File: src/rtl/ramio_arbiter_pkg.sv
// Shared definitions for the RAMIO arbiter: FSM state encoding and the
// RAMIO command type constants also used by the Core.
package ramio_arbiter_pkg;

   typedef enum logic [1:0] {
      ST_IDLE  = 2'd0,
      ST_ISSUE = 2'd1,
      ST_WAIT  = 2'd2,
      ST_DONE  = 2'd3
   } arb_state_t;

   localparam logic [1:0] WT_NONE = 2'd0;
   localparam logic [1:0] WT_BYTE = 2'd1;
   localparam logic [1:0] WT_HALF = 2'd2;
   localparam logic [1:0] WT_WORD = 2'd3;

   localparam logic [2:0] RT_NONE = 3'd0;

   // A command is a read only when it carries no write; mixed commands write.
   function automatic logic is_read_cmd(input logic [1:0] wt, input logic [2:0] rt);
      return (wt == WT_NONE) && (rt != RT_NONE);
   endfunction

endpackage

File: src/rtl/ramio_arbiter_if.sv
// Requester-side and RAMIO-side bundles of the RAMIO arbiter.
interface ramio_req_if;
   logic        req;
   logic [1:0]  write_type;
   logic [2:0]  read_type;
   logic [31:0] address;
   logic [31:0] data_in;
   logic [31:0] data_out;
   logic        ack;
   logic        err;

   modport master (output req, write_type, read_type, address, data_in,
                   input  data_out, ack, err);
   modport slave  (input  req, write_type, read_type, address, data_in,
                   output data_out, ack, err);
endinterface

interface ramio_mem_if;
   logic        enable;
   logic [1:0]  write_type;
   logic [2:0]  read_type;
   logic [31:0] address;
   logic [31:0] data_in;
   logic [31:0] data_out;
   logic        data_out_ready;
   logic        busy;

   modport master (output enable, write_type, read_type, address, data_in,
                   input  data_out, data_out_ready, busy);
   modport slave  (input  enable, write_type, read_type, address, data_in,
                   output data_out, data_out_ready, busy);
endinterface

File: src/rtl/ramio_arbiter_rr_pick.sv
// Two-way round-robin pick; the last-grant pointer lives in the parent.
module ramio_rr_pick (
   input  logic req0,
   input  logic req1,
   input  logic last_grant,
   output logic any_req,
   output logic pick
);

   assign any_req = req0 | req1;

   always_comb begin
      pick = req1;
      if (req0 && req1) begin
         pick = ~last_grant;
      end
   end

endmodule

File: src/rtl/ramio_arbiter.sv
// Arbitrates two requesters onto a single RAMIO port, one command at a time,
// with a per-command completion timeout.
module ramio_arbiter
   import ramio_arbiter_pkg::*;
#(
   parameter int TIMEOUT_CYCLES   = 4096,
   parameter int TIMEOUT_BITWIDTH = 13
) (
   input  logic         clk,
   input  logic         rst_n,
   ramio_req_if.slave   m0,
   ramio_req_if.slave   m1,
   ramio_mem_if.master  ramio,
   output logic         grant
);

   localparam logic [TIMEOUT_BITWIDTH-1:0] TO_LAST = TIMEOUT_BITWIDTH'(TIMEOUT_CYCLES - 1);

   arb_state_t state, state_nxt;

   logic                        rr_last;
   logic                        any_req;
   logic                        pick;
   logic [TIMEOUT_BITWIDTH-1:0] to_cnt;
   logic                        cmd_is_read;
   logic [1:0]                  cmd_wt;
   logic [2:0]                  cmd_rt;
   logic [31:0]                 cmd_addr;
   logic [31:0]                 cmd_data;
   logic                        err_q;
   logic [31:0]                 data_out0;
   logic [31:0]                 data_out1;

   logic [1:0]                  sel_wt;
   logic [2:0]                  sel_rt;
   logic [31:0]                 sel_addr;
   logic [31:0]                 sel_data;
   logic                        accept;
   logic                        done_ok;
   logic                        done_to;

   ramio_rr_pick u_rr_pick (
      .req0       (m0.req),
      .req1       (m1.req),
      .last_grant (rr_last),
      .any_req    (any_req),
      .pick       (pick)
   );

   always_comb begin
      sel_wt   = pick ? m1.write_type : m0.write_type;
      sel_rt   = pick ? m1.read_type  : m0.read_type;
      sel_addr = pick ? m1.address    : m0.address;
      sel_data = pick ? m1.data_in    : m0.data_in;
   end

   always_comb begin
      state_nxt = state;
      accept    = 1'b0;
      done_ok   = 1'b0;
      done_to   = 1'b0;
      case (state)
         ST_IDLE: begin
            if (any_req && !ramio.busy) begin
               accept    = 1'b1;
               state_nxt = ST_ISSUE;
            end
         end
         ST_ISSUE: state_nxt = ST_WAIT;
         ST_WAIT: begin
            // Normal completion wins over a timeout landing in the same cycle.
            if (cmd_is_read ? ramio.data_out_ready : !ramio.busy) begin
               done_ok   = 1'b1;
               state_nxt = ST_DONE;
            end else if (to_cnt == TO_LAST) begin
               done_to   = 1'b1;
               state_nxt = ST_DONE;
            end
         end
         ST_DONE: state_nxt = ST_IDLE;
         default: state_nxt = ST_IDLE;
      endcase
   end

   always_ff @(posedge clk or negedge rst_n) begin
      if (!rst_n) begin
         state <= ST_IDLE;
      end else begin
         state <= state_nxt;
      end
   end

   always_ff @(posedge clk or negedge rst_n) begin
      if (!rst_n) begin
         grant       <= 1'b0;
         rr_last     <= 1'b1;
         cmd_is_read <= 1'b0;
         cmd_wt      <= WT_NONE;
         cmd_rt      <= RT_NONE;
         cmd_addr    <= '0;
         cmd_data    <= '0;
         to_cnt      <= '0;
         err_q       <= 1'b0;
         data_out0   <= '0;
         data_out1   <= '0;
      end else begin
         if (accept) begin
            grant       <= pick;
            rr_last     <= pick;
            cmd_is_read <= is_read_cmd(sel_wt, sel_rt);
            cmd_wt      <= sel_wt;
            cmd_rt      <= is_read_cmd(sel_wt, sel_rt) ? sel_rt : RT_NONE;
            cmd_addr    <= sel_addr;
            cmd_data    <= sel_data;
         end
         if (state == ST_ISSUE) begin
            to_cnt <= '0;
         end else if (state == ST_WAIT) begin
            to_cnt <= to_cnt + 1'b1;
         end
         if (done_ok || done_to) begin
            err_q <= done_to;
         end
         if (done_ok && cmd_is_read) begin
            if (grant) begin
               data_out1 <= ramio.data_out;
            end else begin
               data_out0 <= ramio.data_out;
            end
         end
      end
   end

   assign ramio.enable     = (state == ST_ISSUE);
   assign ramio.write_type = cmd_wt;
   assign ramio.read_type  = cmd_rt;
   assign ramio.address    = cmd_addr;
   assign ramio.data_in    = cmd_data;

   assign m0.ack      = (state == ST_DONE) && !grant;
   assign m1.ack      = (state == ST_DONE) && grant;
   assign m0.err      = m0.ack && err_q;
   assign m1.err      = m1.ack && err_q;
   assign m0.data_out = data_out0;
   assign m1.data_out = data_out1;

endmodule
File: src/flat_wrapper.sv
// flat-port wrapper written by rule: the top's interface ports become plain ports
module ramio_arbiter_flat import ramio_arbiter_pkg::*;
#(
   parameter int TIMEOUT_CYCLES   = 4096,
   parameter int TIMEOUT_BITWIDTH = 13
)
  (clk, rst_n, grant, m0_req, m0_write_type, m0_read_type, m0_address, m0_data_in, m0_data_out, m0_ack, m0_err, m1_req, m1_write_type, m1_read_type, m1_address, m1_data_in, m1_data_out, m1_ack, m1_err, ramio_enable, ramio_write_type, ramio_read_type, ramio_address, ramio_data_in, ramio_data_out, ramio_data_out_ready, ramio_busy);
  ramio_req_if m0_i ();
  ramio_req_if m1_i ();
  ramio_mem_if ramio_i ();
  input  logic clk;
  input  logic rst_n;
  output logic grant;
  input wire logic [$bits(m0_i.req)-1:0] m0_req;
  input wire logic [$bits(m0_i.write_type)-1:0] m0_write_type;
  input wire logic [$bits(m0_i.read_type)-1:0] m0_read_type;
  input wire logic [$bits(m0_i.address)-1:0] m0_address;
  input wire logic [$bits(m0_i.data_in)-1:0] m0_data_in;
  output wire logic [$bits(m0_i.data_out)-1:0] m0_data_out;
  output wire logic [$bits(m0_i.ack)-1:0] m0_ack;
  output wire logic [$bits(m0_i.err)-1:0] m0_err;
  input wire logic [$bits(m1_i.req)-1:0] m1_req;
  input wire logic [$bits(m1_i.write_type)-1:0] m1_write_type;
  input wire logic [$bits(m1_i.read_type)-1:0] m1_read_type;
  input wire logic [$bits(m1_i.address)-1:0] m1_address;
  input wire logic [$bits(m1_i.data_in)-1:0] m1_data_in;
  output wire logic [$bits(m1_i.data_out)-1:0] m1_data_out;
  output wire logic [$bits(m1_i.ack)-1:0] m1_ack;
  output wire logic [$bits(m1_i.err)-1:0] m1_err;
  output wire logic [$bits(ramio_i.enable)-1:0] ramio_enable;
  output wire logic [$bits(ramio_i.write_type)-1:0] ramio_write_type;
  output wire logic [$bits(ramio_i.read_type)-1:0] ramio_read_type;
  output wire logic [$bits(ramio_i.address)-1:0] ramio_address;
  output wire logic [$bits(ramio_i.data_in)-1:0] ramio_data_in;
  input wire logic [$bits(ramio_i.data_out)-1:0] ramio_data_out;
  input wire logic [$bits(ramio_i.data_out_ready)-1:0] ramio_data_out_ready;
  input wire logic [$bits(ramio_i.busy)-1:0] ramio_busy;
  assign m0_i.req = m0_req;
  assign m0_i.write_type = m0_write_type;
  assign m0_i.read_type = m0_read_type;
  assign m0_i.address = m0_address;
  assign m0_i.data_in = m0_data_in;
  assign m0_data_out = m0_i.data_out;
  assign m0_ack = m0_i.ack;
  assign m0_err = m0_i.err;
  assign m1_i.req = m1_req;
  assign m1_i.write_type = m1_write_type;
  assign m1_i.read_type = m1_read_type;
  assign m1_i.address = m1_address;
  assign m1_i.data_in = m1_data_in;
  assign m1_data_out = m1_i.data_out;
  assign m1_ack = m1_i.ack;
  assign m1_err = m1_i.err;
  assign ramio_enable = ramio_i.enable;
  assign ramio_write_type = ramio_i.write_type;
  assign ramio_read_type = ramio_i.read_type;
  assign ramio_address = ramio_i.address;
  assign ramio_data_in = ramio_i.data_in;
  assign ramio_i.data_out = ramio_data_out;
  assign ramio_i.data_out_ready = ramio_data_out_ready;
  assign ramio_i.busy = ramio_busy;
  ramio_arbiter #(.TIMEOUT_CYCLES(TIMEOUT_CYCLES), .TIMEOUT_BITWIDTH(TIMEOUT_BITWIDTH)) u_core (.clk(clk), .rst_n(rst_n), .m0(m0_i), .m1(m1_i), .ramio(ramio_i), .grant(grant));
endmodule
File: config.mk
export PLATFORM = sky130hd
export DESIGN_NAME = ramio_arbiter_flat
export DESIGN_NICKNAME = d
export VERILOG_FILES = /design/src/rtl/ramio_arbiter_pkg.sv /design/src/rtl/ramio_arbiter_if.sv /design/src/rtl/ramio_arbiter_rr_pick.sv /design/src/rtl/ramio_arbiter.sv /design/src/flat_wrapper.sv
export SDC_FILE = /design/constraint.sdc
export NUM_CORES = 1
export LEC_CHECK = 0
export CAP_MARGIN = 20
export CORE_ASPECT_RATIO = 0.9
export CORE_MARGIN = 8
export CORE_UTILIZATION = 37
export DETAILED_ROUTE_END_ITERATION = 12
export PLACE_DENSITY = 0.77
export SYNTH_ARGS = -nofsm -noshare
export SYNTH_HDL_FRONTEND = slang
export SYNTH_SLANG_ARGS = --single-unit
export TNS_END_PERCENT = 50
File: constraint.sdc
create_clock -name clk -period 1.95 [get_ports clk]
set_clock_uncertainty 0.05 [all_clocks]
set_input_delay 0.39 -clock clk [delete_from_list [all_inputs] [get_ports clk]]
set_output_delay 0.39 -clock clk [all_outputs]
set_load 0.01 [all_outputs]
==> run metrics <==
run status complete, no violations; synthesized area per cell between 10 and 15 µm²; Netlist Area Pre-Place ~6600 µm²; H-tree Lvls 4; Residual DRC 0; fin crit share a little over nine tenths; WP data required 1510 ps; top cell type's share of synthesized area 57.3%; Max Cap Violations 0; largest net degree at the start of global routing about 60; Total Routing Usage GR 17.6%; layout net count 1,055; register area share after synthesis slightly below 60%; Core Box Area around 18,000 µm²; clock-pin transition on the worst setup and hold timing paths roughly 70 ps; RSZ-0062 raised after global routing yes; top cells by area, synth dfrtp_1 (57%), mux2_2 (11%), mux2i_1 (10%), o21ai_0 (5.8%), nand2_1 (4.3%); final instance area around 11,000 µm²; area leader, netlist dfrtp_1; Fmax roughly 520 MHz; FF+latch count, synth approximately 150; # rows 46; hold crit path type input pin to async pin; Vias 5,281; Post-synth EDFFs 0; yosys warns 0; die area ~22,000 µm²; first-pass GRT wire length just over 30,000 µm; CP endpoint kind primary output; type of the worst setup path register to primary output; gr busiest metal met2; placed cell count 1,092; Worst EP arrival between 1000 and 1500 ps; Die Height around 140 µm; number of global-route vias before repair between 5k and 6k; Max Transition Viols Final 0; CTS tree done; setup ws final between 30 and 40 ps; Worst setup SP type register; initial core utilization a little under two fifths; M3 GR Usage a little over 7%; drt first pass iters 4; GR Overflow Total 0; routed vias/inst approximately 4.7; Area growth syn-to-layout 63.9%; Synth Instances 549; Non-Filler Instances between 1k and 1.5k; DPL Wire Length 15,600 µm; Setup TNS 0 ps; CTS sink count between 150 and 200; worst hold margin around 400 ps; Die X-Extent 157 µm; peak supply drop around 0.00063 V; Slew headroom 75.0%; measured slew at the worst slew-check pin approximately 370 ps; layout cell share with drive strength beyond 1 roughly 15%; Routed Antenna Nets 0; antenna violations before repair 0; dpl cell area ~10,000 µm²; library cells used by synthesis 36; clock tree buffer depth 2; DRT iter0 DRCs 164; min Tclk post-route between 1500 and 2000 ps; Synth async-reset ratio between 90% and 100%; Final Setup Violations 0; Buffers on Ports 314; pre-CTS WS -43.3 ps; Placer Congestion approximately 0.77; routing usage on met1 20.5%; worst skew pair latency 420 ps; top_reg_cell synth dfrtp_1; detailed-route wire length around 20,000 µm; IO Pins about 320; TritonCTS Buffers 17; endpoints failing hold 0; ant diodes 0; leakage around 5 nW; syn nets approximately 730; met2 global-route usage ~29%; CTS root buffer clkbuf_16; WL/cell around 18 µm; crit path max fanout 4; power per cell area 1370 nW/µm²
layer usage:
| layer | share of wire (%) | vias to the layer above |
|---|---|---|
| met3 | 9.9 | 21 |
| li1 | - | 2580 |
| met5 | 0 | - |
| met1 | 41 | 2449 |
| met4 | 1.7 | 0 |
| met2 | 48 | 231 |
worst paths after layout:
path / from / endpoint / slack (ps) / cells after the start
hold reg to reg: u_core.ramio.address[14] / u_core.ramio.address[14] / 420 / 2
hold / removal: rst_n / u_core.m1.data_out[30] / 400 / 2
max in group asynchronous: rst_n / u_core.rr_last / 790 / 3
setup reg to reg: u_core.state[0] / u_core.m0.data_out[1] / 110 / 6
setup / recovery: u_core.state[0] / m0_err / 40 / 4
min in group clk: u_core.ramio.address[14] / u_core.ramio.address[14] / 420 / 2
registers in the layout, indices dropped and copies added, names as in the netlist:
signal                   count
u_core.to_cnt               13
u_core.grant                 1
u_core.ramio.write_type      2
u_core.state                 2
u_core.ramio.data_in        32
u_core.cmd_is_read           1
u_core.err_q                 1
u_core.m0.data_out          32
u_core.m1.data_out          32
u_core.ramio.read_type       3
u_core.ramio.address        32
u_core.rr_last               1
Yosys cell counts (all sizes together), types with 2 or more instances:
master	number
dfrtp	151
nand2	76
o21ai	76
mux2i	69
mux2	67
clkbuf	19
buf	14
nor2	11
inv	7
a21oi	6
ha	6
nand4	6
nand3	4
xor2	4
and2	3
and3	3
nor3	3
nor4	3
o22ai	3
or3	3
and4	2
o31ai	2
xnor2	2
through the flow:
| stage | power [mW] | util (%) |
|---|---|---|
| after floorplan | 7.65 | - |
| after global placement | 11.3 | 57.9 |
| after detailed placement | 11.5 | 57.9 |
| after CTS | 15.0 | 61.5 |
| after global routing | 15.7 | 61.6 |
| final | 14.8 | 61.6 |
cell families (layout without fill, tap and decap cells):
kind of cell | count (synthesis) | in the layout | share of synthesized area (%)
AO/OA/AOI/OAI | 91 | 91 | 7.48
AND/OR/NAND/NOR | 118 | 118 | 7.91
multiplexers | 136 | 136 | 22.0
flip-flops | 152 | 152 | 57.7
buffers and inverters | 40 | 377 | 2.94
XOR/XNOR | 6 | 6 | 0.797
adder cells (fa/ha/maj) | 6 | 6 | 1.14
timing repair:
item,CTS,global route
buffers inserted,1,0
pin swaps,0,1
endpoints found under the hold margin,32,0
gates resized for setup,8,5
endpoints found under the setup margin,6,34
hold buffers,1,0
worst max-delay path: stages, from the launching register on:
cell and delay, ps:
dfrtp_1 400, ha_2 220, nand2_1 60, nor2_1 90, dlygate4sd2_1 280
power by group:
group	internal, mW	switching (mW)	total, mW
combinational	3.54	2.56	6.10
sequential	4.45	0.759	5.20
clock	2.07	1.42	3.49
total	10.0	4.74	14.8
cell type report:
class / count / area (µm²)
inverters: 7 / 26.3
clock buffers: 17 / 425
clock inverters: 15 / 203
multi-input cells: 357 / 2610
repair buffers: 338 / 3430
flip-flops and latches: 152 / 3810
fillers: 1436 / 6750
well taps: 240 / 300
cell usage in the layout (no fill, tap or decap), drive strengths merged, types with 2 or more instances in the layout:
| cell | instances |
|---|---|
| o21ai | 76 |
| inv | 15 |
| nor3 | 3 |
| mux2i | 69 |
| and2 | 3 |
| nand2 | 76 |
| nor4 | 3 |
| a21oi | 6 |
| mux2 | 67 |
| and3 | 3 |
| xnor2 | 2 |
| clkdlybuf4s50 | 307 |
| clkbuf | 18 |
| nand4 | 6 |
| clkinvlp | 4 |
| nand3 | 4 |
| o31ai | 2 |
| o22ai | 3 |
| or3 | 3 |
| dlygate4sd2 | 3 |
| xor2 | 4 |
| buf | 24 |
| bufinv | 3 |
| nor2 | 11 |
| ha | 6 |
| dfrtp | 151 |
| and4 | 2 |
No activity file was read; power rests on OpenSTA's default activity.
